`src/rtl/vec_mem_seq.sv`:
```
// vec_mem_seq: VLOAD/VSTORE sequencer for the vector extension.
// Generates the four element addresses, memory strobes, MemIn select,
// T-register loads and the VRF commit pulse for one vector transfer.
// Optional feature macro: VEC_MEM_STRIDE_EN (adds a signed 8-bit stride port;
// without it the element stride is fixed at 1).
module vec_mem_seq (
    input  logic                 i_clock,
    input  logic                 i_reset,      // synchronous, active-low
    input  logic                 i_start,
    input  logic                 i_op,         // 0 = VLOAD, 1 = VSTORE
    input  logic [7:0]           i_base,
`ifdef VEC_MEM_STRIDE_EN
    input  logic [7:0]           i_stride,
`endif
    output logic [7:0]           o_addr,
    output logic                 o_mem_read,
    output logic                 o_mem_write,
    output logic [2:0]           o_mem_in_sel,
    output logic                 o_vout_sel,
    output logic                 o_x1_ld,
    output logic [3:0]           o_t_ld,
    output logic                 o_vrf_write,
    output logic                 o_busy,
    output logic                 o_done
);

    localparam int unsigned ADDR_W = 8;
    localparam int unsigned ELEM_W = 2;
    localparam int unsigned SEL_W  = 3;
    localparam int unsigned TLD_W  = 4;

    localparam logic [ELEM_W-1:0] LAST_ELEM  = 2'd3;
    localparam logic [SEL_W-1:0]  SEL_SCALAR = 3'b100;

    typedef enum logic [2:0] {
        ST_IDLE   = 3'd0,
        ST_LOAD   = 3'd1,
        ST_DRAIN  = 3'd2,
        ST_WB     = 3'd3,
        ST_SFETCH = 3'd4,
        ST_STORE  = 3'd5,
        ST_DONE   = 3'd6
    } state_t;

    state_t              r_state;
    logic [ELEM_W-1:0]   r_k;
    logic [ADDR_W-1:0]   r_addr;
    logic                r_mem_read;
    logic                r_mem_write;
    logic [SEL_W-1:0]    r_mem_in_sel;
    logic                r_vout_sel;
    logic                r_x1_ld;
    logic [TLD_W-1:0]    r_t_ld;
    logic                r_vrf_write;
    logic                r_busy;
    logic                r_done;

    state_t              w_state_nxt;
    logic [ELEM_W-1:0]   w_k_nxt;
    logic [ADDR_W-1:0]   w_addr_nxt;
    logic [ADDR_W-1:0]   w_addr_step;
    logic                w_mem_read_nxt;
    logic                w_mem_write_nxt;
    logic [SEL_W-1:0]    w_mem_in_sel_nxt;
    logic                w_vout_sel_nxt;
    logic                w_x1_ld_nxt;
    logic [TLD_W-1:0]    w_t_ld_nxt;
    logic                w_vrf_write_nxt;
    logic                w_busy_nxt;
    logic                w_done_nxt;

`ifdef VEC_MEM_STRIDE_EN
    logic [ADDR_W-1:0]   r_stride;

    // Stride is captured together with start so a transfer uses one stride
    always_ff @(posedge i_clock) begin
        if (!i_reset) begin
            r_stride <= '0;
        end else if (r_state == ST_IDLE && i_start) begin
            r_stride <= i_stride;
        end
    end

    // Next element address: two's-complement stride, wraps mod 256
    always_comb begin
        w_addr_step = ADDR_W'(r_addr + r_stride);
    end
`else
    // Next element address: unit stride incrementer, wraps mod 256
    always_comb begin
        w_addr_step = ADDR_W'(r_addr + ADDR_W'(1));
    end
`endif

    // Next-state, element counter and address register update
    always_comb begin
        w_state_nxt = r_state;
        w_k_nxt     = r_k;
        w_addr_nxt  = r_addr;
        case (r_state)
            ST_IDLE: begin
                if (i_start) begin
                    w_state_nxt = i_op ? ST_SFETCH : ST_LOAD;
                    w_k_nxt     = '0;
                    w_addr_nxt  = i_base;
                end
            end
            ST_LOAD: begin
                if (r_k == LAST_ELEM) begin
                    w_state_nxt = ST_DRAIN;
                end else begin
                    w_k_nxt    = ELEM_W'(r_k + ELEM_W'(1));
                    w_addr_nxt = w_addr_step;
                end
            end
            ST_DRAIN:  w_state_nxt = ST_WB;
            ST_WB:     w_state_nxt = ST_IDLE;
            ST_SFETCH: begin
                w_state_nxt = ST_STORE;
                w_k_nxt     = '0;
            end
            ST_STORE: begin
                if (r_k == LAST_ELEM) begin
                    w_state_nxt = ST_DONE;
                end else begin
                    w_k_nxt    = ELEM_W'(r_k + ELEM_W'(1));
                    w_addr_nxt = w_addr_step;
                end
            end
            ST_DONE:   w_state_nxt = ST_IDLE;
            default:   w_state_nxt = ST_IDLE;
        endcase
    end

    // Output values for the upcoming cycle, decoded from next state/element
    always_comb begin
        w_mem_read_nxt   = 1'b0;
        w_mem_write_nxt  = 1'b0;
        w_mem_in_sel_nxt = SEL_SCALAR;
        w_vout_sel_nxt   = 1'b0;
        w_x1_ld_nxt      = 1'b0;
        w_t_ld_nxt       = '0;
        w_vrf_write_nxt  = 1'b0;
        w_busy_nxt       = 1'b0;
        w_done_nxt       = 1'b0;
        case (w_state_nxt)
            ST_LOAD: begin
                w_mem_read_nxt = 1'b1;
                w_vout_sel_nxt = 1'b1;
                w_busy_nxt     = 1'b1;
                // Data issued for element k-1 returns now; it goes to T(3-(k-1))
                case (w_k_nxt)
                    2'd1:    w_t_ld_nxt = 4'b1000;
                    2'd2:    w_t_ld_nxt = 4'b0100;
                    2'd3:    w_t_ld_nxt = 4'b0010;
                    default: w_t_ld_nxt = 4'b0000;
                endcase
            end
            ST_DRAIN: begin
                w_vout_sel_nxt = 1'b1;
                w_t_ld_nxt     = 4'b0001;
                w_busy_nxt     = 1'b1;
            end
            ST_WB: begin
                w_vout_sel_nxt  = 1'b1;
                w_vrf_write_nxt = 1'b1;
                w_done_nxt      = 1'b1;
                w_busy_nxt      = 1'b1;
            end
            ST_SFETCH: begin
                w_x1_ld_nxt = 1'b1;
                w_busy_nxt  = 1'b1;
            end
            ST_STORE: begin
                w_mem_write_nxt  = 1'b1;
                w_mem_in_sel_nxt = {1'b0, w_k_nxt};
                w_busy_nxt       = 1'b1;
            end
            ST_DONE: begin
                w_done_nxt = 1'b1;
                w_busy_nxt = 1'b1;
            end
            default: ;
        endcase
    end

    // State, counter, address and registered outputs
    always_ff @(posedge i_clock) begin
        if (!i_reset) begin
            r_state      <= ST_IDLE;
            r_k          <= '0;
            r_addr       <= '0;
            r_mem_read   <= 1'b0;
            r_mem_write  <= 1'b0;
            r_mem_in_sel <= SEL_SCALAR;
            r_vout_sel   <= 1'b0;
            r_x1_ld      <= 1'b0;
            r_t_ld       <= '0;
            r_vrf_write  <= 1'b0;
            r_busy       <= 1'b0;
            r_done       <= 1'b0;
        end else begin
            r_state      <= w_state_nxt;
            r_k          <= w_k_nxt;
            r_addr       <= w_addr_nxt;
            r_mem_read   <= w_mem_read_nxt;
            r_mem_write  <= w_mem_write_nxt;
            r_mem_in_sel <= w_mem_in_sel_nxt;
            r_vout_sel   <= w_vout_sel_nxt;
            r_x1_ld      <= w_x1_ld_nxt;
            r_t_ld       <= w_t_ld_nxt;
            r_vrf_write  <= w_vrf_write_nxt;
            r_busy       <= w_busy_nxt;
            r_done       <= w_done_nxt;
        end
    end

    assign o_addr       = r_addr;
    assign o_mem_read   = r_mem_read;
    assign o_mem_write  = r_mem_write;
    assign o_mem_in_sel = r_mem_in_sel;
    assign o_vout_sel   = r_vout_sel;
    assign o_x1_ld      = r_x1_ld;
    assign o_t_ld       = r_t_ld;
    assign o_vrf_write  = r_vrf_write;
    assign o_busy       = r_busy;
    assign o_done       = r_done;

endmodule
```
`config.mk`:
```
export PLATFORM = sky130hd
export DESIGN_NAME = vec_mem_seq
export DESIGN_NICKNAME = d
export VERILOG_FILES = /design/src/rtl/vec_mem_seq.sv
export SDC_FILE = /design/constraint.sdc
export NUM_CORES = 1
export LEC_CHECK = 0
export CORE_MARGIN = 3
export CORE_UTILIZATION = 30
export DETAILED_ROUTE_END_ITERATION = 10
export GPL_ROUTABILITY_DRIVEN = 0
export PLACE_DENSITY_LB_ADDON = 0.2
export SLEW_MARGIN = 5
export SYNTH_ARGS = -nofsm -noshare
export SYNTH_HDL_FRONTEND = slang
export SYNTH_SLANG_ARGS = --single-unit
```
`constraint.sdc`:
```
create_clock -name i_clock -period 1.8 [get_ports i_clock]
set_input_delay 0.36 -clock i_clock [delete_from_list [all_inputs] [get_ports i_clock]]
set_output_delay 0.36 -clock i_clock [all_outputs]
set_load 0.01 [all_outputs]
```
==> metrics.md <==
| Metric | Value |
|---|---|
| Status | `complete, no violations` |
| DRC | `0` |
| DRT iter0 DRCs | `43` |
| Core ar. | `0.003744 mm^2` |
| Post-synth top area share | `45.52%` |
| H-tree levels | `1` |
| Final min period | `1.662 ns` |
| Root buffer cell | `clkbuf_8` |
| Post-route ant nets | `0` |
| TritonCTS clock tree | `built` |
| MaxCap Viol Count | `0` |
| Number of flops mapped to enable cells by yosys | `0` |
| Final cell utilization of the core | `44.65%` |
| Post-route cell area | `0.001672 mm^2` |
| WP data required | `1.98 ns` |
| Hold crit path type | `reg2reg` |
| Commonest register cell after synthesis | `dfxtp_1` |
| Largest cells by area after synthesis | `dfxtp_1, nand2_1, o21ai_0, a21oi_1, nor2_1` |
| Dpl ws | `-0.1700 ns` |
| Cells on Worst Hold Path | `2` |
| Synthesized area per cell | `8.542 um^2` |
| Cell taking the most area after synthesis | `dfxtp_1` |
| Synth Cell Area | `0.001187 mm^2` |
| Max frequency | `0.6015 GHz` |
| Rel. slew slack | `64.59%` |
| Worst reg2reg path endpoint | `o_addr[6]` |
| Async S/R FF share, synth | `0%` |
| Period utilization | `92.36%` |
| Clock tree buffer depth | `2` |
| P&R area growth vs syn | `40.78%` |
| Clock-pin slew on the worst setup and hold paths | `0.10 ns` |
| ANT cells | `0` |
| DP Area | `0.001619 mm^2` |
| Die height | `68.91 um` |
| Post-layout nets | `191` |
| PortBufs | `33` |
| Starting Density | `31.72%` |
| Via/cell ratio | `4.978` |
| Vias in the first global route | `1103` |
| Ys Warns | `0` |
| Drt total wl | `2741 um` |
| Sequential area share after synthesis | `45.52%` |
| Hold Fails Final Rpt | `0` |
| Row count | `22` |
| Hold Startpoint | `o_addr[6]` |
| Num CTS Buffers | `3` |
| DP Wirelength | `1971 um` |
| Fin. max-slew vios | `0` |
| Clk_lat worst skew | `0.28 ns` |
| #FFs+latches synth | `27` |
| Pwr Density | `803.2 mW/mm^2` |
| DR WL/cell | `12.18 um` |
| Clock sinks | `27` |
| Net Count, Synth | `152` |
| CP max FO | `8` |
| Worst Setup End Kind | `flip-flop` |
| Crit path kind | `in2reg` |
| RSZ-0062 raised after global routing | `no` |
| Fin Clk Skew | `0.002142 ns` |
| Cells after Synth | `139` |
| Crit Reg-Reg Startpoint | `r_state[0]` |
| CP Launch Type | `primary input` |
| Postcts setup bufs | `0` |
| Finish-stage setup viols | `0` |
| I/O pin cnt | `34` |
| GR Util All Layers | `13.00%` |
| Synth cell types | `37` |
| DRT Pass-1 Iters | `4` |
| Hold worst-path end | `o_addr[6]` |
| Share of cells above drive strength 1 | `12.43%` |
| P_leak | `0.0006571 uW` |
| Grt ovf | `0` |
| Max IR drop VDD | `0.3349 mV` |
| Die ar. | `0.004749 mm^2` |
| WP data arrival | `1.84 ns` |
| Via count | `1120` |
| First-pass GRT wire length | `4692 um` |
| FF-to-FF path depth | `5` |
| Antenna violations before repair | `0` |
| Worst R2R Setup Slack | `0.23 ns` |
| Largest net degree at the start of global routing | `19` |
| Actual slew at the worst max-slew pin | `0.5301 ns` |
| Die Wd | `68.91 um` |
| Final WS setup | `0.1375 ns` |
[power by group]
group	switching (uW)	total [uW]	internal (uW)
combinational	132	294	162
sequential	36.7	671	635
clock	214	377	163
total	383	1340	960
[cells in the final DEF (no fill, tap or decap), drive strengths merged, types with 2 or more instances in the layout]
cell,synthesis,routed
a21o,2,2
nand2,17,17
inv,2,3
nor3,4,4
nor2,13,13
and3,3,3
a31o,2,2
nor4,4,4
o21ai,10,10
buf,5,10
clkbuf,4,3
nor3b,3,3
a21oi,10,10
dfxtp,27,27
nor2b,6,6
nand3,5,5
o21a,2,2
nand2b,4,4
clkdlybuf4s50,0,33
[flip-flops by register name, indices dropped and copies added (netlist names), 2 cells and up]
register,cells
r_k,2
o_mem_in_sel,3
o_addr,8
o_t_ld,4
r_state,3
[cell type report]
cell class	count	area (um^2)
Sequential cell	27	540.5
Tap cell	48	60.06
Clock inverter	1	8.758
Clock buffer	3	41.29
Fill cell	403	2072
Inverter	2	7.507
Multi-Input combinational cell	101	595.6
Timing Repair Buffer	43	417.9
[worst max-delay path by stage]
stage / to / cells past startpoint / startpoint / slack [ns]
floorplan: o_addr[4] / 5 / r_state[0] / 0.36
global placement: o_addr[1] / 6 / i_start / -0.14
finish: o_addr[6] / 6 / i_start / 0.14
global route: o_addr[6] / 6 / i_start / 0.04
CTS: o_addr[1] / 6 / i_start / 0.14
detailed placement: o_addr[6] / 6 / i_start / -0.17
[per-layer routing]
| metal | GRT usage (%) | wire, um |
|---|---|---|
| met1 | 16.67 | 1271 |
| met5 | 0 | 0 |
| met4 | 6.326 | 46 |
| met2 | 21.55 | 1280 |
| met3 | 1.459 | 142 |
[Yosys cell counts (all sizes together), types with 2 or more instances]
library cell  instances
buf                   5
clkbuf                4
a31o                  2
nor2b                 6
dfxtp                27
nand3                 5
o21ai                10
a21o                  2
nand2b                4
nor3                  4
inv                   2
nor4                  4
nor3b                 3
a21oi                10
nor2                 13
o21a                  2
and3                  3
nand2                17
[repair_timing]
action / CTS / global route
endpoints found under the setup margin: 0 / 2
resized for setup: 0 / 1
hold buffers: 0 / 0
[worst max-delay path, cell delays in order]
cell and delay, ns:
clkdlybuf4s50_1 0.48, or3b_4 0.39, a21oi_4 0.20, buf_12 0.13, a21boi_0 0.19, o22ai_1 0.08
[cell families after synthesis]
family / Yosys count / share of synthesized area [%]
flip-flops: 27 / 45.52
buffers and inverters: 11 / 4.531
AO/OA/AOI/OAI: 37 / 21.71
AND/OR/NAND/NOR: 63 / 27.19
adder cells (fa/ha/maj): 1 / 1.054
[metrics by stage]
stage / instances / power, uW / hold WS (ns) / TNS, ns
2_1_floorplan: 139 / 837.5 / 0.5040 / 0
3_3_place_gp: 221 / 971.9 / 0.4983 / -1.027
3_5_place_dp: 221 / 979.4 / 0.5116 / -1.121
4_1_cts: 225 / 1352 / 0.5257 / 0
5_1_grt: 225 / 1407 / 0.5666 / 0
6_report: 225 / 1343 / 0.5306 / 0
(Power assumes the default switching activity.)
